`config.mk`:
```
export PLATFORM = sky130hd
export DESIGN_NAME = tcam_lookup_ctrl
export DESIGN_NICKNAME = d
export VERILOG_FILES = /design/src/rtl/cam_pkg.sv /design/src/rtl/tcam_stat_cnt.sv /design/src/rtl/tcam_lookup_ctrl.sv
export SDC_FILE = /design/constraint.sdc
export NUM_CORES = 1
export LEC_CHECK = 0
export ABC_AREA = 0
export CORE_MARGIN = 3
export CORE_UTILIZATION = 35
export DETAILED_ROUTE_END_ITERATION = 10
export PLACE_DENSITY = 0.76
export SETUP_SLACK_MARGIN = 0.3
export SLEW_MARGIN = 0
export SYNTH_ARGS = -nofsm -noshare
export SYNTH_HDL_FRONTEND = slang
export SYNTH_SLANG_ARGS = --single-unit
```
`constraint.sdc`:
```
create_clock -name clk -period 1.6 [get_ports clk]
set_input_delay 0.24 -clock clk [delete_from_list [all_inputs] [get_ports clk]]
set_output_delay 0.24 -clock clk [all_outputs]
set_load 0.005 [all_outputs]
```
`src/rtl/cam_pkg.sv`:
```
// Shared types for the tcam request front-end: FSM state encoding and response layout.
// Widths here mirror the controller's default parameters.
package cam_pkg;

  localparam int CAM_WIDTH       = 32;
  localparam int CAM_DEPTH       = 16;
  localparam int CAM_INDEX_WIDTH = $clog2(CAM_DEPTH);

  typedef enum logic [2:0] {
    IDLE,
    WRITE,
    LOOKUP,
    FETCH,
    RESP
  } tcam_lookup_state_e;

  typedef struct packed {
    logic                       hit;
    logic [CAM_INDEX_WIDTH-1:0] index;
    logic [CAM_WIDTH-1:0]       data;
  } tcam_rsp_t;

endpackage

```
`src/rtl/tcam_stat_cnt.sv`:
```
// Saturating event counter; sticks at all-ones instead of wrapping.
// One-cycle update, synchronous active-high reset.
module tcam_stat_cnt
  import cam_pkg::*;
#(
  parameter int W = 32
) (
  input  logic         clk,
  input  logic         rst,
  input  logic         inc_i,
  output logic [W-1:0] cnt_o
);

  logic [W-1:0] cnt_q;
  logic [W-1:0] cnt_d;

  always_comb begin
    cnt_d = cnt_q;
    if (inc_i && (cnt_q != {W{1'b1}})) begin
      cnt_d = cnt_q + W'(1);
    end
  end

  always_ff @(posedge clk) begin
    if (rst) begin
      cnt_q <= '0;
    end else begin
      cnt_q <= cnt_d;
    end
  end

  assign cnt_o = cnt_q;

endmodule

```
`src/rtl/tcam_lookup_ctrl.sv`:
```
// Serialises write/search requests onto the tcam array and returns one response per search.
// Hit latency 3 cycles, miss 2; one request in flight. TCAM_LOOKUP_STATS_EN adds hit/miss counters.
module tcam_lookup_ctrl
  import cam_pkg::*;
#(
  parameter  int TCAM_WIDTH       = 32,
  parameter  int TCAM_DEPTH       = 16,
  localparam int TCAM_INDEX_WIDTH = $clog2(TCAM_DEPTH)
) (
  input  logic                        clk,
  input  logic                        rst,
  input  logic                        srch_valid,
  output logic                        srch_ready,
  input  logic [TCAM_WIDTH-1:0]       srch_key,
  input  logic [TCAM_WIDTH-1:0]       srch_mask,
  input  logic                        wr_valid,
  output logic                        wr_ready,
  input  logic [TCAM_INDEX_WIDTH-1:0] wr_idx,
  input  logic [TCAM_WIDTH-1:0]       wr_data,
  output logic                        rsp_valid,
  input  logic                        rsp_ready,
  output logic                        rsp_hit,
  output logic [TCAM_INDEX_WIDTH-1:0] rsp_index,
  output logic [TCAM_WIDTH-1:0]       rsp_data,
  output logic                        tcam_data_we,
  output logic [TCAM_INDEX_WIDTH-1:0] tcam_data_idx,
  output logic [TCAM_WIDTH-1:0]       tcam_data_i,
  output logic [TCAM_WIDTH-1:0]       tcam_data_mask,
  input  logic                        tcam_index_rdy,
  input  logic [TCAM_INDEX_WIDTH-1:0] tcam_index_o,
  input  logic [TCAM_WIDTH-1:0]       tcam_data_o
`ifdef TCAM_LOOKUP_STATS_EN
  ,
  output logic [31:0]                 stat_hits,
  output logic [31:0]                 stat_misses
`endif
);

  tcam_lookup_state_e state_q, state_d;

  // The array-facing registers double as the latched request, so they hold between operations.
  logic                        we_q, we_d;
  logic [TCAM_INDEX_WIDTH-1:0] idx_q, idx_d;
  logic [TCAM_WIDTH-1:0]       din_q, din_d;
  logic [TCAM_WIDTH-1:0]       dmask_q, dmask_d;
  logic                        hit_q, hit_d;
  logic [TCAM_INDEX_WIDTH-1:0] rindex_q, rindex_d;
  logic [TCAM_WIDTH-1:0]       rdata_q, rdata_d;

  always_comb begin
    state_d    = state_q;
    we_d       = 1'b0;
    idx_d      = idx_q;
    din_d      = din_q;
    dmask_d    = dmask_q;
    hit_d      = hit_q;
    rindex_d   = rindex_q;
    rdata_d    = rdata_q;
    srch_ready = 1'b0;
    wr_ready   = 1'b0;
    rsp_valid  = 1'b0;

    case (state_q)
      IDLE: begin
        wr_ready   = 1'b1;
        srch_ready = ~wr_valid;
        if (wr_valid) begin
          state_d = WRITE;
          we_d    = 1'b1;
          idx_d   = wr_idx;
          din_d   = wr_data;
        end else if (srch_valid) begin
          state_d = LOOKUP;
          din_d   = srch_key;
          dmask_d = srch_mask;
        end
      end
      WRITE: begin
        state_d = IDLE;
      end
      LOOKUP: begin
        hit_d   = tcam_index_rdy;
        rdata_d = '0;
        if (tcam_index_rdy) begin
          rindex_d = tcam_index_o;
          idx_d    = tcam_index_o;
          state_d  = FETCH;
        end else begin
          rindex_d = '0;
          state_d  = RESP;
        end
      end
      FETCH: begin
        rdata_d = tcam_data_o;
        state_d = RESP;
      end
      RESP: begin
        rsp_valid = 1'b1;
        if (rsp_ready) begin
          state_d = IDLE;
        end
      end
      default: begin
        state_d = IDLE;
      end
    endcase
  end

  always_ff @(posedge clk) begin
    if (rst) begin
      state_q  <= IDLE;
      we_q     <= 1'b0;
      idx_q    <= '0;
      din_q    <= '0;
      dmask_q  <= '0;
      hit_q    <= 1'b0;
      rindex_q <= '0;
      rdata_q  <= '0;
    end else begin
      state_q  <= state_d;
      we_q     <= we_d;
      idx_q    <= idx_d;
      din_q    <= din_d;
      dmask_q  <= dmask_d;
      hit_q    <= hit_d;
      rindex_q <= rindex_d;
      rdata_q  <= rdata_d;
    end
  end

  assign tcam_data_we   = we_q;
  assign tcam_data_idx  = idx_q;
  assign tcam_data_i    = din_q;
  assign tcam_data_mask = dmask_q;
  assign rsp_hit        = hit_q;
  assign rsp_index      = rindex_q;
  assign rsp_data       = rdata_q;

`ifdef TCAM_LOOKUP_STATS_EN
  logic lookup_hit_inc;
  logic lookup_miss_inc;

  assign lookup_hit_inc  = (state_q == LOOKUP) &  tcam_index_rdy;
  assign lookup_miss_inc = (state_q == LOOKUP) & ~tcam_index_rdy;

  tcam_stat_cnt #(.W(32)) u_stat_hits (
    .clk   (clk),
    .rst   (rst),
    .inc_i (lookup_hit_inc),
    .cnt_o (stat_hits)
  );

  tcam_stat_cnt #(.W(32)) u_stat_misses (
    .clk   (clk),
    .rst   (rst),
    .inc_i (lookup_miss_inc),
    .cnt_o (stat_misses)
  );
`endif

endmodule

```
# Word-level counts from Yosys, hierarchy flattened
# Cells that the tools add are included.
# totals
ff_bits,109
input_bits,142
output_inout_bits,109
wordCells,42
# classes
eq_ne,7
mux,16
bitwise,2
n_reduce_logical,9
# ops
operator,count
$mux W32,2
$pmux W32 S2,1
$mux W3,4
$mux W4,3
$pmux W3 S4,1
$pmux W4 S2,1
$eq A3 B2 Y1 const B,2
$ne A2 B2 Y1 const B,3
$reduce_and A3 Y1,2
$reduce_bool A2 Y1,3
$mux W1,4
$reduce_and A2 Y1,2
$eq A3 B3 Y1 const B,1
$logic_not A3 Y1,1
$ne A3 B3 Y1 const B,1
$not A1 Y1,2
$reduce_or A2 Y1,1

# Depth between registers and ports, before layout
# Gate-level depths: netlist of the first run.
# logic_depth
depth_word,3
mapped_depth,7
ltp_nobuf,4

# Worst setup path before layout of the first run
# No wires, ideal clock.
# synth_timing
path_kind,register to register
start,reg state_q[2]
end,reg dmask_q[10] (netlist: tcam_data_mask[10])
setup_ns,0.072
arrival_ns,1.465
required_time_ns,1.528
setup_slack_ns,0.063
path_stages_with_launch,7
path_buffers,3
path_cell_list,dfxtp_1 -> buf_6 -> or3_4 -> nor3b_2 -> buf_4 -> buf_12 -> mux2i_1
# synth_between
elab_chain_cells,2
# synth_rtl
item,line,text
start: declaration,tcam_lookup_ctrl.sv:39,"tcam_lookup_state_e state_q, state_d;"
start signal: assignment,tcam_lookup_ctrl.sv:120,state_q <= state_d;
$logic_not A3 Y1,tcam_lookup_ctrl.sv:63,case (state_q)
$reduce_and A3 Y1 (no line),-,
end signal: assignment,tcam_lookup_ctrl.sv:124,dmask_q <= dmask_d;
end: declaration,tcam_lookup_ctrl.sv:45,"logic [TCAM_WIDTH-1:0] dmask_q, dmask_d;"
# No other way between the ends.
# A chain may end at the register's enable or synchronous reset.

# Final worst setup path of the first run
# layout_timing
start,reg state_q[2]
end,out rsp_valid
# layout_between
elab_chain_cells,2
# layout_rtl
item,line,text
$eq A3 B3 Y1,tcam_lookup_ctrl.sv:63,
$mux W1,tcam_lookup_ctrl.sv:63,
end: declaration,tcam_lookup_ctrl.sv:20,"output logic rsp_valid,"
# No other way between the ends.

==> results of run 1 <==
timing repair:
action | 4_1_cts | 5_1_grt
cloned | 7 | 6
hold buffers | 0 | 0
pin swaps | 9 | 51
endpoints found under the setup margin | 183 | 107
buffers inserted | 10 | 5
resized for setup | 158 | 87
layout make-up:
cell class | instances | share of cell area [%]
Timing Repair Buffer | 297 | 35.9
Tap cell | 172 | 2.54
Sequential cell | 109 | 26.0
Clock inverter | 7 | 2.19
Clock buffer | 9 | 2.66
Inverter | 2 | 0.0888
Multi-Input combinational cell | 337 | 30.6
flip-flops by register name (all words and copies together) (netlist names):
register,cells
rsp_data,32
tcam_data_i,32
tcam_data_mask,32
rsp_index,4
tcam_data_idx,4
state_q,3
rsp_hit,1
tcam_data_we,1
layer usage:
metal / track usage [%] / routed length, microns / up-vias
li1: - / - / 2248
met1: 23.3 / 6610 / 2244
met2: 34.1 / 8160 / 247
met3: 4.85 / 1300 / 37
met4: 8.54 / 479 / 0
met5: 0 / 0 / -
worst register-to-register path, cell delays in order, from the launching register on:
cell and delay [ns]:
sky130_fd_sc_hd__dfxtp_1 0.31, sky130_fd_sc_hd__or3_4 0.42, sky130_fd_sc_hd__nor3b_4 0.25, sky130_fd_sc_hd__buf_6 0.15
sky130_fd_sc_hd__buf_12 0.14, sky130_fd_sc_hd__mux2i_2 0.22
how the worst max path moves through the flow:
stage	from	endpoint	slack (ns)	cells after the start
after CTS	state_q[1]	srch_ready	0.01	3
after floorplan	state_q[2]	tcam_data_mask[10]	0.10	6
after global placement	srch_valid	tcam_data_i[13]	-0.04	5
after detailed placement	srch_valid	tcam_data_i[31]	-0.13	5
final	state_q[2]	rsp_valid	0.008	3
after global routing	state_q[0]	tcam_data_mask[12]	-0.08	5
cell usage after synthesis:
library cell               count
sky130_fd_sc_hd__dfxtp_1     109
sky130_fd_sc_hd__a21oi_1      74
sky130_fd_sc_hd__nand2b_1     67
sky130_fd_sc_hd__mux2i_1      65
sky130_fd_sc_hd__nand2_1      39
sky130_fd_sc_hd__a211oi_1     36
sky130_fd_sc_hd__nand3_1      36
sky130_fd_sc_hd__clkbuf_1     27
sky130_fd_sc_hd__buf_2         9
sky130_fd_sc_hd__buf_4         5
sky130_fd_sc_hd__o22ai_1       4
sky130_fd_sc_hd__buf_1         3
sky130_fd_sc_hd__buf_12        3
sky130_fd_sc_hd__nor3b_1       3
sky130_fd_sc_hd__nor2_1        2
sky130_fd_sc_hd__and2_1        1
sky130_fd_sc_hd__and3b_1       1
sky130_fd_sc_hd__buf_6         1
sky130_fd_sc_hd__inv_1         1
sky130_fd_sc_hd__inv_2         1
sky130_fd_sc_hd__mux2_2        1
sky130_fd_sc_hd__nor2b_1       1
sky130_fd_sc_hd__nor3b_2       1
sky130_fd_sc_hd__nor4_1        1
sky130_fd_sc_hd__o21ai_0       1
sky130_fd_sc_hd__o31a_1        1
sky130_fd_sc_hd__or2_0         1
sky130_fd_sc_hd__or3_4         1
sky130_fd_sc_hd__or3b_2        1
layout by cell type, fill, tap and decap left out, types with 3 or more instances in the layout:
cell type                         instances
sky130_fd_sc_hd__a211oi_1                32
sky130_fd_sc_hd__a211oi_2                 4
sky130_fd_sc_hd__a21oi_1                 47
sky130_fd_sc_hd__a21oi_2                 27
sky130_fd_sc_hd__buf_12                   9
sky130_fd_sc_hd__buf_16                   3
sky130_fd_sc_hd__buf_2                    3
sky130_fd_sc_hd__buf_4                   15
sky130_fd_sc_hd__buf_6                   13
sky130_fd_sc_hd__buf_8                    3
sky130_fd_sc_hd__bufinv_16                6
sky130_fd_sc_hd__clkbuf_16               14
sky130_fd_sc_hd__clkdlybuf4s50_1        139
sky130_fd_sc_hd__dfxtp_1                 96
sky130_fd_sc_hd__dfxtp_2                 13
sky130_fd_sc_hd__dlygate4sd2_1          106
sky130_fd_sc_hd__mux2i_1                 64
sky130_fd_sc_hd__nand2_1                 35
sky130_fd_sc_hd__nand2_2                  4
sky130_fd_sc_hd__nand2b_1                67
sky130_fd_sc_hd__nand3_1                 12
sky130_fd_sc_hd__nand3_2                 12
sky130_fd_sc_hd__nand3_4                 12
sky130_fd_sc_hd__nor3b_4                  3
sky130_fd_sc_hd__o22ai_1                  4
metrics by stage:
step	power [uW]	hold WS, ns	util (%)	area, sq um	instances
after floorplan	3610	0.395	-	4640	496
after global placement	4420	0.438	57.1	7300	889
after detailed placement	4450	0.445	57.1	7300	889
after CTS	7520	0.282	61.5	7850	922
after global routing	7940	0.302	66.2	8460	933
final	7650	0.296	66.2	8460	933
kinds of logic (layout without fill, tap and decap cells):
family / count (synthesis) / count (layout)
AOI/OAI and AO/OA: 116 / 116
DFF: 109 / 109
and+or+nand+nor: 155 / 155
muxes: 66 / 66
buffers and inverters: 50 / 315
power groups by stage:
stage | clock, uW | sequential (uW) | combinational [uW]
final | 3010 | 2980 | 1660
after global routing | 3160 | 3000 | 1780
after CTS | 3070 | 2980 | 1480
after detailed placement | 0 | 3040 | 1420
after global placement | 0 | 3040 | 1380
after floorplan | 0 | 3040 | 566
==> results.toml, run 1 <==
[drt]
avgViaCountPerCell = 5.12
vias = 4776
detail-route-antenna-nets = 0
wire_per_inst_microns = 17.7
drt_first_pass_iters = 5
wl_microns = 16500
drt_iter0_markers = 262
route.detailed.drc = 0

[job]
timing.max_cap.violations = 0

[sta]
final_critical_path_setup_slack_ns = 0.00785
timing_worst_slew_pin_value_ns = 0.332
finalSetupTns_ns = 0
count_of_final_hold_check_violations = 0
slew_violations = 0
finalSetupViolCount = 0
finalCritPeriodShare_pct = 99.5
final.setup_skew_ns = 0.00474
final_period_minus_worst_setup_slack_ns = 1.59
timing.max_slew.rel_slack_pct = 77.8
rsz_0062_raised_after_global_routing = "true"
clock.fmax_mhz = 628

[synth]
yosys.area.top_type_share_pct = 47.0
synth.yosys.warnings = 0
yosys_register_bits = 109
synth-simple-area-share_pct = 18.1
synth_top_family_by_area = "simple AND/OR/NAND/NOR gates"
netlist_area_sq_mm = 0.00464
multiplexer_area_fraction_after_synthesis_pct = 14.3
yosys.cell_types.count = 29
synth.top_cells.by_area = "sky130_fd_sc_hd__dfxtp_1 47%, sky130_fd_sc_hd__mux2i_1 14%, sky130_fd_sc_hd__nand2b_1 9.0%"
synthesis.area_per_instance_sq_um = 9.35
synth_area_leader_cell = "sky130_fd_sc_hd__dfxtp_1"
mappedNetlistNets = 638
synth_cells = 496
synth-compound-area-share_pct = 14.6
synth_fa_ha_area_share_pct = 0
yosys.area_share.xor_xnor_pct = 0
synth_seq_area_share_pct = 47.0

[place]
detailedPlace.worstSlack_ns = -0.133
dpl.hpwl_microns = 10800
last_weighted_congestion_value_of_the_routability_driven_placer = 0.833
port-buffer-count = 250

[final_layout]
ff_latch_area_sq_mm = 0.00220
multi_input_comb_area_sq_mm = 0.00259
final.fill_count = 968
post_route_cells_drive_above_1_share_pct = 20.0
n_antenna_cell = 0
design.final.nets = 898
syn2layout_area_growth_pct = 82.3

[cts]
clock_tree_from_tritoncts = "yes"
ctsRootBufferMaster = "sky130_fd_sc_hd__clkbuf_16"
clk_pin_slew_ns = 0.07
max-clock-path-buffers = 2
worst_skew_pair.late_latency_ns = 0.34
cts_num_sinks = 109
numCtsBuffers = 9
cts.htree.levels = 3

[critical_path]
r2r-start = "state_q[0]"
crit_fanout = 8
timing.critical_path.slowest_cell_delay_ns = 0.33
cp_data_arrival_time_ns = 1.35
r2r_cells = 5
critical-path-slowest-cell = "sky130_fd_sc_hd__dfxtp_1"
cp_num_buf_inv = 2
critical_path_required_ns = 1.36
worst_path_cell_trace = "buf_4 > nor3b_4 > clkdlybuf4s15_2"
cp_endpoint_kind = "output port"
setup_cp_type = "register to output port"
worst_setup_path_start_kind = "register"
crit-reg2reg-capture = "tcam_data_mask[23]"
path_delay_family = "buffers and inverters"
regToRegSetupSlack_ns = 0.03

[floorplan]
io_pins = 251
core.rowCount = 41
fp.dieArea_sq_mm = 0.0147
die-width_microns = 121
design.core.area_sq_mm = 0.0128
die_h_microns = 121
initial_utilization_pct = 36.3

[power]
max-vdd-ir-drop_v = 0.000467
cellPowerDensity_mw_per_mm2 = 905
power.combinational.fraction_pct = 21.7
power.share.switching_pct = 23.5
power_frac_seq_pct = 39.0
cell_internal_pwr_uw = 5860
power.switching_uw = 1800
leakage_uw = 0.00349
clock_power_share_pct = 39.3

[global_route]
initial_antenna_violation_count = 0
first_global_vias = 4724
grt_start_max_net_pins = 68
first_pass_grt_wire_length_microns = 23400
grt_overflow_total = 0
track_usage_pct = 19.8

[hold_path]
hold_depth = 2
worstHoldEndpoint = "tcam_data_we"
timing.hold.worst.class = "input port to register"
timing.hold.worst.start = "wr_valid"

[run_status]
outcome = "finished clean"
Note: power is estimated with default switching activity, not from simulation.
==> run 2, diff against run 1 <==
- CORE_UTILIZATION: 35 -> 25
- CTS_CLUSTER_DIAMETER: default -> 200
- PLACE_DENSITY: 0.76 -> default
==> run 2 against run 1 <==
  * The run now ends with negative setup slack left
  * Sequential share of layout area grew 0.18 points
  * Sequential cell count is the same
  * Die area grew 38%
  * Critical path depth grew 5
  * Clock-buffer cell count grew 2
  * Critical endpoint is now tcam_data_mask[11]
  * Largest cell class unchanged
  * Highest routed layer unchanged
==> results.toml, run 2 (synthesized netlist as in run 1, its figures left out) <==
[drt]
route.detailed.drc = 0
avgViaCountPerCell = 4.65
vias = 4603
detail-route-antenna-nets = 0
wire_per_inst_microns = 16.8
wl_microns = 16600
drt_iter0_markers = 198
drt_first_pass_iters = 4

[cts]
cts.htree.levels = 3
clock_tree_from_tritoncts = "yes"
clk_pin_slew_ns = 0.07
max-clock-path-buffers = 2
cts_hold_buffers = 0
cts_num_sinks = 109
numCtsBuffers = 9
ctsRootBufferMaster = "sky130_fd_sc_hd__clkbuf_16"
worst_skew_pair.late_latency_ns = 0.35

[floorplan]
initial_utilization_pct = 25.7
die-width_microns = 142
design.core.area_sq_mm = 0.0181
fp.dieArea_sq_mm = 0.0202
core.rowCount = 49
io_pins = 251
die_h_microns = 142

[global_route]
grt_start_max_net_pins = 46
track_usage_pct = 15.2
first_global_vias = 4668
first_pass_grt_wire_length_microns = 24600
initial_antenna_violation_count = 0
grt_overflow_total = 0

[final_layout]
layout.cells.most_common_list = "139 x sky130_fd_sc_hd__clkdlybuf4s50_1, 106 x sky130_fd_sc_hd__dlygate4sd2_1, 90 x sky130_fd_sc_hd__dfxtp_1"
final_design_area_no_fill_sq_mm = 0.00843
n_antenna_cell = 0
post_route_cells_drive_above_1_share_pct = 20.9
syn2layout_area_growth_pct = 81.7
design.final.nets = 898
mostFrequentLayoutCell = "sky130_fd_sc_hd__clkdlybuf4s50_1"

[critical_path]
setup_cp_type = "register to register"
worst_setup_path_start_kind = "register"
cp_data_arrival_time_ns = 2.08
critical_path_required_ns = 1.86
crit_fanout = 8
cp_endpoint_kind = "register"

[sta]
finalCritPeriodShare_pct = 114
final_period_minus_worst_setup_slack_ns = 1.82
finalSetupTns_ns = -7.32
clock.fmax_mhz = 549
rsz_0062_raised_after_global_routing = "true"
timing_worst_slew_pin_value_ns = 0.341
count_of_final_hold_check_violations = 0
final_critical_path_setup_slack_ns = -0.221
fin_hold_ws_ns = 0.303
final.setup_skew_ns = 0.00949
slew_violations = 0
timing.max_slew.rel_slack_pct = 77.3
finalSetupViolCount = 58

[run_status]
outcome = "finished, violations left"
violations_in_the_final_reports = "negative setup slack"

[power]
max-vdd-ir-drop_v = 0.000439
cellPowerDensity_mw_per_mm2 = 800
leakage_uw = 0.00343

[place]
port-buffer-count = 250
dpl.hpwl_microns = 11200
last_weighted_congestion_value_of_the_routability_driven_placer = 0.745
dpl_cell_area_sq_mm = 0.00742

[job]
timing.max_cap.violations = 0

[hold_path]
timing.hold.worst.class = "input port to register"
## run 2: changes by cell type in the layout (fill, tap and decap cells not counted), moves of 4 or more
| cell | delta |
|---|---|
| sky130_fd_sc_hd__buf_6 | -4 |
| sky130_fd_sc_hd__bufinv_16 | -6 |
| sky130_fd_sc_hd__dfxtp_2 | +6 |
| sky130_fd_sc_hd__nand3_2 | +6 |
| sky130_fd_sc_hd__dfxtp_1 | -6 |
| sky130_fd_sc_hd__buf_12 | +5 |
| sky130_fd_sc_hd__nand3_1 | -5 |
## run 2: path summary, 6_finish.rpt
path | startpoint | cells past startpoint | slack, ns | to
worst max register to register | state_q[2] | 8 | -0.22 | tcam_data_mask[11]
worst max-delay path | state_q[2] | 8 | -0.22 | tcam_data_mask[11]
worst min register to register | rsp_data[14] | 2 | 0.45 | rsp_data[14]
worst min-delay path | wr_valid | 2 | 0.30 | tcam_data_we
## run 2: critical path: stages, from the launching register on
cell	delay, ns
sky130_fd_sc_hd__dfxtp_2	0.33
sky130_fd_sc_hd__or3_4	0.39
sky130_fd_sc_hd__buf_6	0.13
sky130_fd_sc_hd__buf_6	0.10
sky130_fd_sc_hd__nor3b_4	0.17
sky130_fd_sc_hd__buf_6	0.16
sky130_fd_sc_hd__buf_6	0.10
sky130_fd_sc_hd__buf_12	0.13
sky130_fd_sc_hd__mux2i_1	0.22
## run 2: cell type report
type	count	area [sq um]
clock buffers	11	243
clock inverters	4	25.0
fillers	1705	9660
inverters	2	12.5
multi-input cells	337	2580
flip-flops and latches	109	2210
well taps	229	287
repair buffers	297	3080
## run 2: metal layers
layer | track usage (%) | up-vias | share of wire [%]
li1 | - | 2241 | -
met1 | 19.0 | 2171 | 42
met2 | 25.7 | 172 | 50
met3 | 3.26 | 19 | 6.0
met4 | 5.81 | 0 | 2.1
met5 | 0 | - | 0
## run 2: repair_timing
action,CTS,global route
hold endpoints to repair,0,0
setup buffers,12,4
gates cloned,6,3
setup endpoints to repair,178,109
pin swaps,6,50
resized for setup,162,85
## run 2: report_power, final
part           switching (uW)  internal, uW
combinational             689           978
clock                    1010          1090
sequential               94.5          2890
total                    1790          4960
## run 2: per-stage QoR
step	util, %	total power [uW]	worst slack [ns]	instances
5_1_grt	46.6	7060	-0.312	989
6_report	46.6	6750	-0.221	989
3_3_place_gp	41.0	4460	-0.0835	949
4_1_cts	43.9	6690	-0.229	982
3_5_place_dp	41.0	4490	-0.131	949
2_1_floorplan	-	3610	0.102	496
==> run 3, diff against run 2 <==
- CORE_UTILIZATION: 25 -> 30
- PLACE_DENSITY: default -> 0.67
==> run 3 against run 2 <==
  * The flow still finishes with violations (negative setup slack)
  * Clock skew decreased by 0.0017 ns
  * Critical path type unchanged
  * Highest routed layer unchanged
  * Critical endpoint is now tcam_data_mask[13]
  * Register-to-register slack improved by 0.17 ns
  * Setup slack improved by 0.17 ns
==> results.toml, run 3 (synthesized netlist as in run 1, its figures left out) <==
[place]
dpl.hpwl_microns = 10900
place.detailed.instances = 905
last_weighted_congestion_value_of_the_routability_driven_placer = 0.762
detailedPlace.worstSlack_ns = -0.121
port-buffer-count = 250

[cts]
numCtsBuffers = 9
cts_hold_buffers = 0
ctsRootBufferMaster = "sky130_fd_sc_hd__clkbuf_16"
clock_tree_from_tritoncts = "yes"
max-clock-path-buffers = 2
cts.htree.levels = 3
clk_pin_slew_ns = 0.07
cts_num_sinks = 109
worst_skew_pair.late_latency_ns = 0.34

[global_route]
grt_overflow_total = 0
first_pass_grt_wire_length_microns = 22600
track_usage_pct = 16.8
grt_start_max_net_pins = 72
first_global_vias = 4543
initial_antenna_violation_count = 0

[final_layout]
syn2layout_area_growth_pct = 77.3
stdcell_count = 940
design.final.nets = 893
post_route_cells_drive_above_1_share_pct = 17.3
mostFrequentLayoutCell = "sky130_fd_sc_hd__clkdlybuf4s50_1"
layout.cells.most_common_list = "139 x sky130_fd_sc_hd__clkdlybuf4s50_1, 106 x sky130_fd_sc_hd__dlygate4sd2_1, 96 x sky130_fd_sc_hd__dfxtp_1"
n_antenna_cell = 0
final.fill_count = 1335

[drt]
wire_per_inst_microns = 17.1
avgViaCountPerCell = 4.92
drt_iter0_markers = 174
wl_microns = 16100
route.detailed.drc = 0
vias = 4621
detail-route-antenna-nets = 0
drt_first_pass_iters = 4

[sta]
final_critical_path_setup_slack_ns = -0.0483
count_of_final_hold_check_violations = 0
rsz_0062_raised_after_global_routing = "true"
clock.fmax_mhz = 607
finalCritPeriodShare_pct = 103
slew_violations = 0
finalSetupViolCount = 43
final.setup_skew_ns = 0.00776
timing_worst_slew_pin_value_ns = 0.338
timing.max_slew.rel_slack_pct = 77.4
final_period_minus_worst_setup_slack_ns = 1.65

[power]
cellPowerDensity_mw_per_mm2 = 848
leakage_uw = 0.00341
power.total_uw = 6970
max-vdd-ir-drop_v = 0.000571

[floorplan]
core.rowCount = 44
fp.dieArea_sq_mm = 0.0170
io_pins = 251
initial_utilization_pct = 31.3
die_h_microns = 130
design.core.area_sq_mm = 0.0148
die-width_microns = 130

[run_status]
violations_in_the_final_reports = "negative setup slack"
outcome = "finished, violations left"

[hold_path]
timing.hold.worst.start = "rst"
worstHoldEndpoint = "tcam_data_mask[31]"
timing.hold.worst.class = "input port to register"
hold_depth = 3

[critical_path]
critical-path-slowest-cell = "sky130_fd_sc_hd__or3_4"
setup_cp_type = "register to register"
r2r_cells = 6
crit-reg2reg-capture = "tcam_data_mask[13]"
cp_data_arrival_time_ns = 1.92
regToRegSetupSlack_ns = -0.05
worst_setup_path_start_kind = "register"
crit_fanout = 8
timing.critical_path.slowest_cell_delay_ns = 0.38
critical_path_required_ns = 1.87
cp_endpoint_kind = "register"
worst_path_cell_trace = "or3_4 > buf_6 > nor3b_4 > buf_4 > clkbuf_16 > mux2i_1"
r2r-start = "state_q[1]"

[job]
timing.max_cap.violations = 0
==> run 3: cell types whose count changed in the layout (fill, tap and decap cells not counted), sizes merged <==
cell	before	now
clkinvlp	2	1
bufinv	0	2
buf	49	42
clkinv	2	3
clkbuf	13	14
==> run 3: worst max-delay path: cells and delay by family (launching register included) <==
family | cells | cell delay [ns]
and+or+nand+nor | 2 | 0.59
muxes | 1 | 0.18
buffers and inverters | 3 | 0.48
DFF | 1 | 0.32
==> run 3: per-stage QoR <==
| step | hold slack, ns | area (sq um) | utilization [%] | TNS, ns |
|---|---|---|---|---|
| detailed placement | 0.445 | 7350 | 49.7 | -3.77 |
| CTS | 0.287 | 7830 | 52.9 | -1.38 |
| global route | 0.326 | 8230 | 55.5 | -3.84 |
| finish | 0.305 | 8230 | 55.5 | -0.849 |
| floorplan | 0.395 | 4640 | - | 0 |
| global placement | 0.439 | 7350 | 49.7 | -1.26 |
==> run 3: worst max-delay path by stage <==
stage | from | to | slack (ns) | cells after the start
after floorplan | state_q[2] | tcam_data_mask[10] | 0.10 | 6
after global placement | srch_valid | tcam_data_i[6] | -0.03 | 5
after CTS | state_q[1] | srch_ready | -0.06 | 4
after detailed placement | srch_valid | tcam_data_i[16] | -0.12 | 5
final | state_q[1] | tcam_data_mask[13] | -0.05 | 6
after global routing | state_q[1] | tcam_data_mask[22] | -0.10 | 6
==> run 3: report_power, final <==
part           total (uW)  leakage (uW)  internal (uW)  switching, uW
Clock                2410      0.000158           1410            995
Sequential           2980      0.000897           2890           88.5
Combinational        1590       0.00236            927            660
Total                6970       0.00341           5230           1740
==> run 3: metal layers <==
layer / wire length (microns) / part of all wire, % / GRT usage [%] / up-vias
li1: - / - / - / 2247
met1: 6740 / 42 / 20.4 / 2165
met2: 7870 / 49 / 28.2 / 183
met3: 1140 / 7.1 / 4.83 / 26
met4: 351 / 2.2 / 6.35 / 0
met5: 0 / 0 / 0 / -
==> run 3: cell type report <==
| class | count | area, sq um | share of cell area (%) |
|---|---|---|---|
| inverter | 2 | 10.0 | 0.122 |
| clock inverter | 6 | 86.3 | 1.05 |
| multi-input combinational | 337 | 2480 | 30.2 |
| sequential | 109 | 2200 | 26.7 |
| clock buffer | 10 | 239 | 2.91 |
| tap | 184 | 230 | 2.80 |
| timing repair buffer | 292 | 2980 | 36.2 |
==> run 3: repair_timing <==
item / 4_1_cts / 5_1_grt
setup endpoints to repair: 207 / 98
gates cloned: 4 / 6
setup buffers: 7 / 2
resized for setup: 163 / 53
pin swaps: 19 / 30
